[src/rtl/pipe_pkg.sv]
// ---------------------------------------------------------------------------
// pipe_pkg
// Shared definitions for the skid-buffered pipeline register.
//   DEFAULT_DATA_W : default datapath width (32 bits)
//   ST_EMPTY/BUSY/FULL : state codes. Bit 0 = main register valid,
//                        bit 1 = skid register valid.
// ---------------------------------------------------------------------------
package pipe_pkg;

  localparam int DEFAULT_DATA_W = 32;

  localparam logic [1:0] ST_EMPTY = 2'b00;
  localparam logic [1:0] ST_BUSY  = 2'b01;
  localparam logic [1:0] ST_FULL  = 2'b11;

endpackage : pipe_pkg

[src/rtl/pipe_data_reg.sv]
// ---------------------------------------------------------------------------
// pipe_data_reg
// DATA_W-wide data register with load enable and asynchronous active-high
// reset to zero. Used for both the main and the skid storage slots.
// Ports:
//   clk_i  : rising-edge clock
//   rst_i  : asynchronous active-high reset (clears the register)
//   load_i : capture d_i on the next rising edge
//   d_i    : data to capture
//   q_o    : registered data
// ---------------------------------------------------------------------------
module pipe_data_reg
  import pipe_pkg::*;
#(
  parameter int DATA_W = DEFAULT_DATA_W
) (
  input  logic              clk_i,
  input  logic              rst_i,
  input  logic              load_i,
  input  logic [DATA_W-1:0] d_i,
  output logic [DATA_W-1:0] q_o
);

  logic [DATA_W-1:0] data_q;

  always_ff @(posedge clk_i or posedge rst_i) begin
    if (rst_i) begin
      data_q <= '0;
    end else if (load_i) begin
      data_q <= d_i;
    end
  end

  assign q_o = data_q;

endmodule : pipe_data_reg

[src/rtl/pipe_skid_reg.sv]
// ---------------------------------------------------------------------------
// pipe_skid_reg
// Two-entry skid-buffered pipeline register (valid/ready on both sides).
// The downstream side may stall without any combinational path from
// out_ready to in_ready: in_ready is decoded straight from the state flops.
//
// Optional build macro: PIPE_SKID_FLUSH_EN
//   When defined, adds a synchronous active-high 'flush' input that empties
//   the buffer (state -> EMPTY) at the next edge, overriding any simultaneous
//   push or pop. Data registers keep their contents on flush.
//
// Ports:
//   clk       : rising-edge clock
//   rst       : asynchronous active-high reset
//   flush     : (PIPE_SKID_FLUSH_EN only) synchronous flush
//   in_data   : upstream word
//   in_valid  : upstream word present
//   in_ready  : buffer can accept a word this cycle (registered)
//   out_data  : word presented downstream (registered, main register)
//   out_valid : out_data holds a valid word (registered)
//   out_ready : downstream accepts out_data this cycle
// ---------------------------------------------------------------------------
module pipe_skid_reg
  import pipe_pkg::*;
#(
  parameter int DATA_W = DEFAULT_DATA_W
) (
  input  logic              clk,
  input  logic              rst,
`ifdef PIPE_SKID_FLUSH_EN
  input  logic              flush,
`endif
  input  logic [DATA_W-1:0] in_data,
  input  logic              in_valid,
  output logic              in_ready,
  output logic [DATA_W-1:0] out_data,
  output logic              out_valid,
  input  logic              out_ready
);

  logic [1:0]        state_q;
  logic [1:0]        state_d;
  logic              main_load;
  logic              skid_load;
  logic [DATA_W-1:0] main_d;
  logic [DATA_W-1:0] skid_q;
  logic              push;
  logic              pop;
  logic              flush_w;

`ifdef PIPE_SKID_FLUSH_EN
  assign flush_w = flush;
`else
  assign flush_w = 1'b0;
`endif

  // State bit 0 marks a valid main entry, bit 1 a valid skid entry, so both
  // handshake outputs are pure decodes of flops.
  assign out_valid = state_q[0];
  assign in_ready  = ~state_q[1];

  assign push = in_valid & in_ready;
  assign pop  = out_valid & out_ready;

  always_ff @(posedge clk or posedge rst) begin
    if (rst) begin
      state_q <= ST_EMPTY;
    end else begin
      state_q <= state_d;
    end
  end

  always_comb begin
    state_d   = state_q;
    main_load = 1'b0;
    skid_load = 1'b0;
    main_d    = in_data;

    case (state_q)
      ST_EMPTY: begin
        if (push) begin
          state_d   = ST_BUSY;
          main_load = 1'b1;
        end
      end
      ST_BUSY: begin
        if (push && pop) begin
          main_load = 1'b1;
        end else if (push) begin
          // Downstream stalled: park the new word in the skid slot.
          state_d   = ST_FULL;
          skid_load = 1'b1;
        end else if (pop) begin
          state_d = ST_EMPTY;
        end
      end
      ST_FULL: begin
        // in_ready is low here, so only the skid word can move forward.
        if (pop) begin
          state_d   = ST_BUSY;
          main_load = 1'b1;
          main_d    = skid_q;
        end
      end
      default: begin
        state_d = ST_EMPTY;
      end
    endcase

    // Flush discards everything, including a word offered this cycle;
    // loads are suppressed so out_data keeps its previous value.
    if (flush_w) begin
      state_d   = ST_EMPTY;
      main_load = 1'b0;
      skid_load = 1'b0;
    end
  end

  pipe_data_reg #(
    .DATA_W (DATA_W)
  ) u_main_reg (
    .clk_i  (clk),
    .rst_i  (rst),
    .load_i (main_load),
    .d_i    (main_d),
    .q_o    (out_data)
  );

  pipe_data_reg #(
    .DATA_W (DATA_W)
  ) u_skid_reg (
    .clk_i  (clk),
    .rst_i  (rst),
    .load_i (skid_load),
    .d_i    (in_data),
    .q_o    (skid_q)
  );

endmodule : pipe_skid_reg

[config.mk]
export PLATFORM = sky130hd
export DESIGN_NAME = pipe_skid_reg
export DESIGN_NICKNAME = d
export VERILOG_FILES = /design/src/rtl/pipe_pkg.sv /design/src/rtl/pipe_data_reg.sv /design/src/rtl/pipe_skid_reg.sv
export SDC_FILE = /design/constraint.sdc
export NUM_CORES = 1
export LEC_CHECK = 0
export CORE_AREA = 5 5 89 91
export DETAILED_ROUTE_END_ITERATION = 16
export DIE_AREA = 0 0 94 96
export PLACE_DENSITY = 0.68
export SKIP_LAST_GASP = 1
export SLEW_MARGIN = 10
export SYNTH_ARGS = -nofsm -noshare
export SYNTH_HDL_FRONTEND = slang
export SYNTH_SLANG_ARGS = --single-unit
export TNS_END_PERCENT = 100
[constraint.sdc]
create_clock -name clk -period 4.5 [get_ports clk]
set_input_delay 0.9 -clock clk [delete_from_list [all_inputs] [get_ports clk]]
set_output_delay 0.9 -clock clk [all_outputs]
set_load 0.02 [all_outputs]
== After elaboration in Yosys (flattened, before gate mapping) ==
Cells that the tools add are included.
Cells by class
  equality and inequality tests: 6
  multiplexer cells: 14
  bitwise operators: 3
  reduce and logical (&&, ||, !) cells: 3
Operators with widths (number)
  two-way mux 32 bit: 2
  two-way mux 2 bit: 5
  != test 2 bit, second input constant: 3
  case mux 2 bit (3 select lines): 1
  two-way mux 1 bit: 5
  AND reduction 4 bit: 1
  != test 3 bit, second input constant: 1
  case mux 1 bit (3 select lines): 1
  AND 1 bit: 2
  == test 2 x 1 -> 1 bit, second input constant: 1
  == test 2 bit, second input constant: 1
  zero test 2 bit: 1
  logical AND 1 bit: 1
  NOT 1 bit: 1
Word-level totals
  bits in registers: 66
  input bits: 36
  output and inout bits: 34
  word-level logic and storage cells: 29

== Longest topological paths before layout ==
  depth after elaboration: 5
  gate-level depth with buffers: 7
  mapped depth without buffers: 5

== By module ==
A second synthesis with hierarchy kept.
Unflattened totals
  cells, all modules: 205
  area total of the unflattened synthesis: 3464.6 um^2
By module, submodules not included
  pipe_data_reg: instances 2, cells each 69, area an instance 1348.8 um^2, sequential area each 800.8 um^2
  pipe_skid_reg: instances 1, cells each 67, area an instance 767.0 um^2, sequential area each 50.0 um^2

== Least setup slack after synthesis ==
OpenSTA, ideal clock, no wires.
  kind: flip-flop to flip-flop
  start: reg state_q[1]
  end: reg u_main_reg.data_q[0] (netlist: u_main_reg.q_o[0])
  setup time: 123 ps
  arrival time: 2013 ps
  path slack: 2364 ps
  cell stages (with the launch flop): 8
  period minus slack after synthesis: 2136 ps
  cells stage by stage: dfrtp_1 > inv_1 > ha_1 > a31oi_1 > or4_1 > clkbuf_2 > buf_6 > o221a_2
On the way
  longest elaborated chain between the ends: 5
  elaborated cells between the ends (all ways): 10
  those cells by class: eq/ne: 2; mux: 4; bitwise: 2; reduce/logical: 2
Ends and longest elaborated chain
  from (decl): RTL line pipe_skid_reg.sv:41  | logic [1:0] state_q;
  from (signal assigned): RTL line pipe_skid_reg.sv:69  | state_q <= state_d;
  NOT 1 bit *: RTL line pipe_skid_reg.sv:60  | assign in_ready = ~state_q[1];
  via in_ready: RTL line pipe_skid_reg.sv:35  | output logic in_ready,
  AND 1 bit *: RTL line pipe_skid_reg.sv:62  | assign push = in_valid & in_ready;
  logical AND 1 bit: RTL line pipe_skid_reg.sv:87  | if (push && pop) begin
  two-way mux 1 bit: RTL line pipe_skid_reg.sv:87
  case mux 1 bit (3 select lines) *: RTL line pipe_skid_reg.sv:79  | case (state_q)
  to (signal assigned): RTL line pipe_data_reg.sv:30  | data_q <= d_i;
  to (decl): RTL line pipe_data_reg.sv:24  | logic [DATA_W-1:0] data_q;
Mark *: on every way through the listed nets, which the timed path passes. The rest lies on a longest branch.
A chain may end at the register's enable or synchronous reset.

== Final worst setup path ==
  start: in out_ready
  end: reg u_main_reg.data_q[23] (netlist: u_main_reg.q_o[23])
On the way
  longest elaborated chain between the ends: 4
  elaborated cells between the ends (all ways): 7
  those cells by class: mux: 5; bitwise: 1; reduce/logical: 1
Ends and longest elaborated chain
  from (decl): RTL line pipe_skid_reg.sv:38  | input logic out_ready
  AND 1 bit *: RTL line pipe_skid_reg.sv:63  | assign pop = out_valid & out_ready;
  logical AND 1 bit: RTL line pipe_skid_reg.sv:87
  two-way mux 1 bit: RTL line pipe_skid_reg.sv:87
  case mux 1 bit (3 select lines): RTL line pipe_skid_reg.sv:79
Every way passes the cells marked *; elsewhere a longest branch is shown, timed or not.

==> metrics <==
CTS clk-pin slew, worst paths 0.06 ns; Worst R2R Setup Slack 1.81 ns; CP delay by family, top simple AND/OR/NAND/NOR gates; Synth cell types 26; dpl hpwl 4.01 mm; final clock skew 0.00670 ns; Antenna Cells 0; drt total wl 6.07 mm; initial antenna violation count 0; pwr/cell area 725 nW/um^2; number of enable flip-flop cells after synthesis 0; Crit Path Category primary input to flop; biggest area consumer among synthesized cells dfrtp_1; Crit-path slowest cell or4_1; pin count of the biggest net entering global routing 40; measured slew at the worst slew-check pin 1.18 ns; element type at the critical path start primary input; Reg-to-Reg Start state_q[1]$_DFFE_PP0P_; leak pwr 1.53 nW; Rows 31; layout cells sized above 1 41.6%; cts repair resizes 0; clk_lat worst skew 0.33 ns; peak supply drop 0.416 mV; Placed Instances 365; CTS Sinks 66; pre-CTS WS 1.21 ns; Hold Path Class flop to flop; H-Tree Depth 3; Initial Util 40.7%; Async SR Flop Fraction 100%; drt drc 0; area grow syn2layout 33.8%; hold path start u_skid_reg.q_o[23]$_DFFE_PP0P_; ratio of final minimum period to clock period 65.8%; adder-cell share of the synthesized area 2.18%; worst r2r path cells 5; vias in the first global route 1,994; grt ovf 0; first-pass GRT wire length 9.78 mm; Fill cells 622; top post-synthesis cells by area dfrtp_1, mux2_2, o221a_2, or2_2, ha_1; top cell type's share of synthesized area 57.5%; Final Hold Viols 0; Slew Limit Fails 0; Syn Nets 249; CP startpoint out_ready; simple-gate share of the synthesized area 9.80%; Post-DRT Antenna Nets 0; post-synthesis mux area share 12.5%; final setup fails 0; Hold Path Sink u_skid_reg.q_o[23]$_DFFE_PP0P_; Ys Warns 0; CTS tree done; Syn Inst Count 208; GP Congestion 0.811; crit-path cells clkdlybuf4s50_1 > a31oi_1 > or4_1 > o221a_2; critical path arrival 3.18 ns; First DRT Iteration DRCs 89; Synth Area in XOR/XNOR 0%; RSZ-0062 raised after global routing false; CTS Buf Count 9; crit end category flop; Seq/Total Area, Yosys 57.5%; buffers and inverters on the worst path 1; status finished clean; flops & latches, synth 66; Mapped Area 2870 um^2; GRT Util Overall 14.5%; vias post-DR 1,949; Final min period 2.96 ns; final worst setup slack 1.54 ns; Largest stage delay, worst path 1.06 ns; most common flop cell mapped by yosys dfrtp_1; hold buffers post-CTS 0; Rel. slew slack 21.5%; RR Endpoint u_main_reg.q_o[23]$_DFFE_PP0P_; FF+latch area 1650 um^2; max-cap check violation count 0; CP Max Fanout 32; hold path depth 1; Die Ht 96 um; Vias/cell 5.13; routed len/inst 16.0 um; non-filler cells, final 380; Compound-Gate Fraction of Synth Area 14.5%; nets 318; synthesized area per cell 13.8 um^2; Longest Clk Path Bufs 2; Initial DRT Pass Iterations 4; CORE AREA 7060 um^2; die area 9020 um^2; total setup buffers inserted after CTS 0; PortBufs 69; CP required 4.72 ns; Fmax achieved 338 MHz; Root Buffer clkbuf_8; I/O Pins 70; setup TNS 0 ns; combinational family with the most area after synthesis compound AO/OA/AOI/OAI gates; Die W 94 um; multi-input combinational cell area 1130 um^2; hold_ws 0.502 ns
[worst max-delay path by stage]
stage	end	slack, ns	depth (start not counted)
finish	u_main_reg.q_o[23]$_DFFE_PP0P_	1.54	4
global route	u_main_reg.q_o[15]$_DFFE_PP0P_	1.45	4
CTS	u_main_reg.q_o[30]$_DFFE_PP0P_	1.58	4
detailed placement	u_main_reg.q_o[28]$_DFFE_PP0P_	1.21	4
global placement	u_main_reg.q_o[22]$_DFFE_PP0P_	1.25	4
floorplan	state_q[0]$_DFFE_PP0P_	1.95	1
[cells by family (layout without fill, tap and decap cells)]
family,Yosys count,after routing
and+or+nand+nor,46,46
AOI/OAI and AO/OA,40,40
buffers and inverters,19,92
muxes,32,32
DFF,66,66
adders and majority gates,5,5
[synthesized netlist by cell type, drive strengths merged, types with 2 or more instances]
cell type  count
or2           33
ha             5
buf            9
o221a         32
a21oi          2
nand2b         2
clkbuf         5
mux2          32
inv            5
nor2           3
dfrtp         66
and3           2
[cell usage in the layout, fill, tap and decap left out, drive strengths merged]
master	Yosys	layout
o221a	32	32
mux2	32	32
nand3	1	1
or2	33	33
nand2b	2	2
o221ai	1	1
bufinv	0	1
and2b	1	1
nand4b	1	1
clkbuf	5	13
nor2b	1	1
ha	5	5
o21ai	1	1
nand2	1	1
o2bb2ai	1	1
inv	5	5
nor2	3	3
and3	2	2
clkdlybuf4s50	0	69
a21oi	2	2
a32oi	1	1
or4	1	1
o31ai	1	1
clkinv	0	1
buf	9	3
dfrtp	66	66
a31oi	1	1
[layer usage]
metal / vias to the layer above / wire length (um) / share of wire, % / GRT usage, %
met1: 982 / 2730 / 45 / 18.7
met2: 58 / 2890 / 48 / 22.1
met3: 8 / 344 / 5.7 / 3.99
met4: 0 / 109 / 1.8 / 7.94
met5: - / 0 / 0 / 0
li1: 901 / - / - / -
[per-stage QoR]
stage / total power [mW] / util (%) / instance area (um^2)
final: 2.79 / 54.5 / 3850
after global routing: 2.95 / 54.5 / 3850
after CTS: 2.82 / 54.5 / 3850
after detailed placement: 2.30 / 51.6 / 3640
after global placement: 2.27 / 51.6 / 3640
after floorplan: 1.84 / - / 2870
[flip-flops by register name, indices dropped and copies added, names as in the netlist]
name and count:
state_q 2, u_skid_reg.q_o 32, u_main_reg.q_o 32
[area by class of cell]
class	count	area share, %
Tap cell	99	3.22
Clock buffer	13	4.39
Clock inverter	2	0.911
Inverter	5	0.488
Timing Repair Buffer	72	18.5
Sequential cell	66	42.9
Multi-Input combinational cell	123	29.5
[power by group]
group,switching [mW],internal (mW),total (mW)
Clock,0.213,0.298,0.511
Combinational,0.532,0.687,1.22
Sequential,0.164,0.896,1.06
Total,0.909,1.88,2.79
No activity file was read; power rests on OpenSTA's default activity.
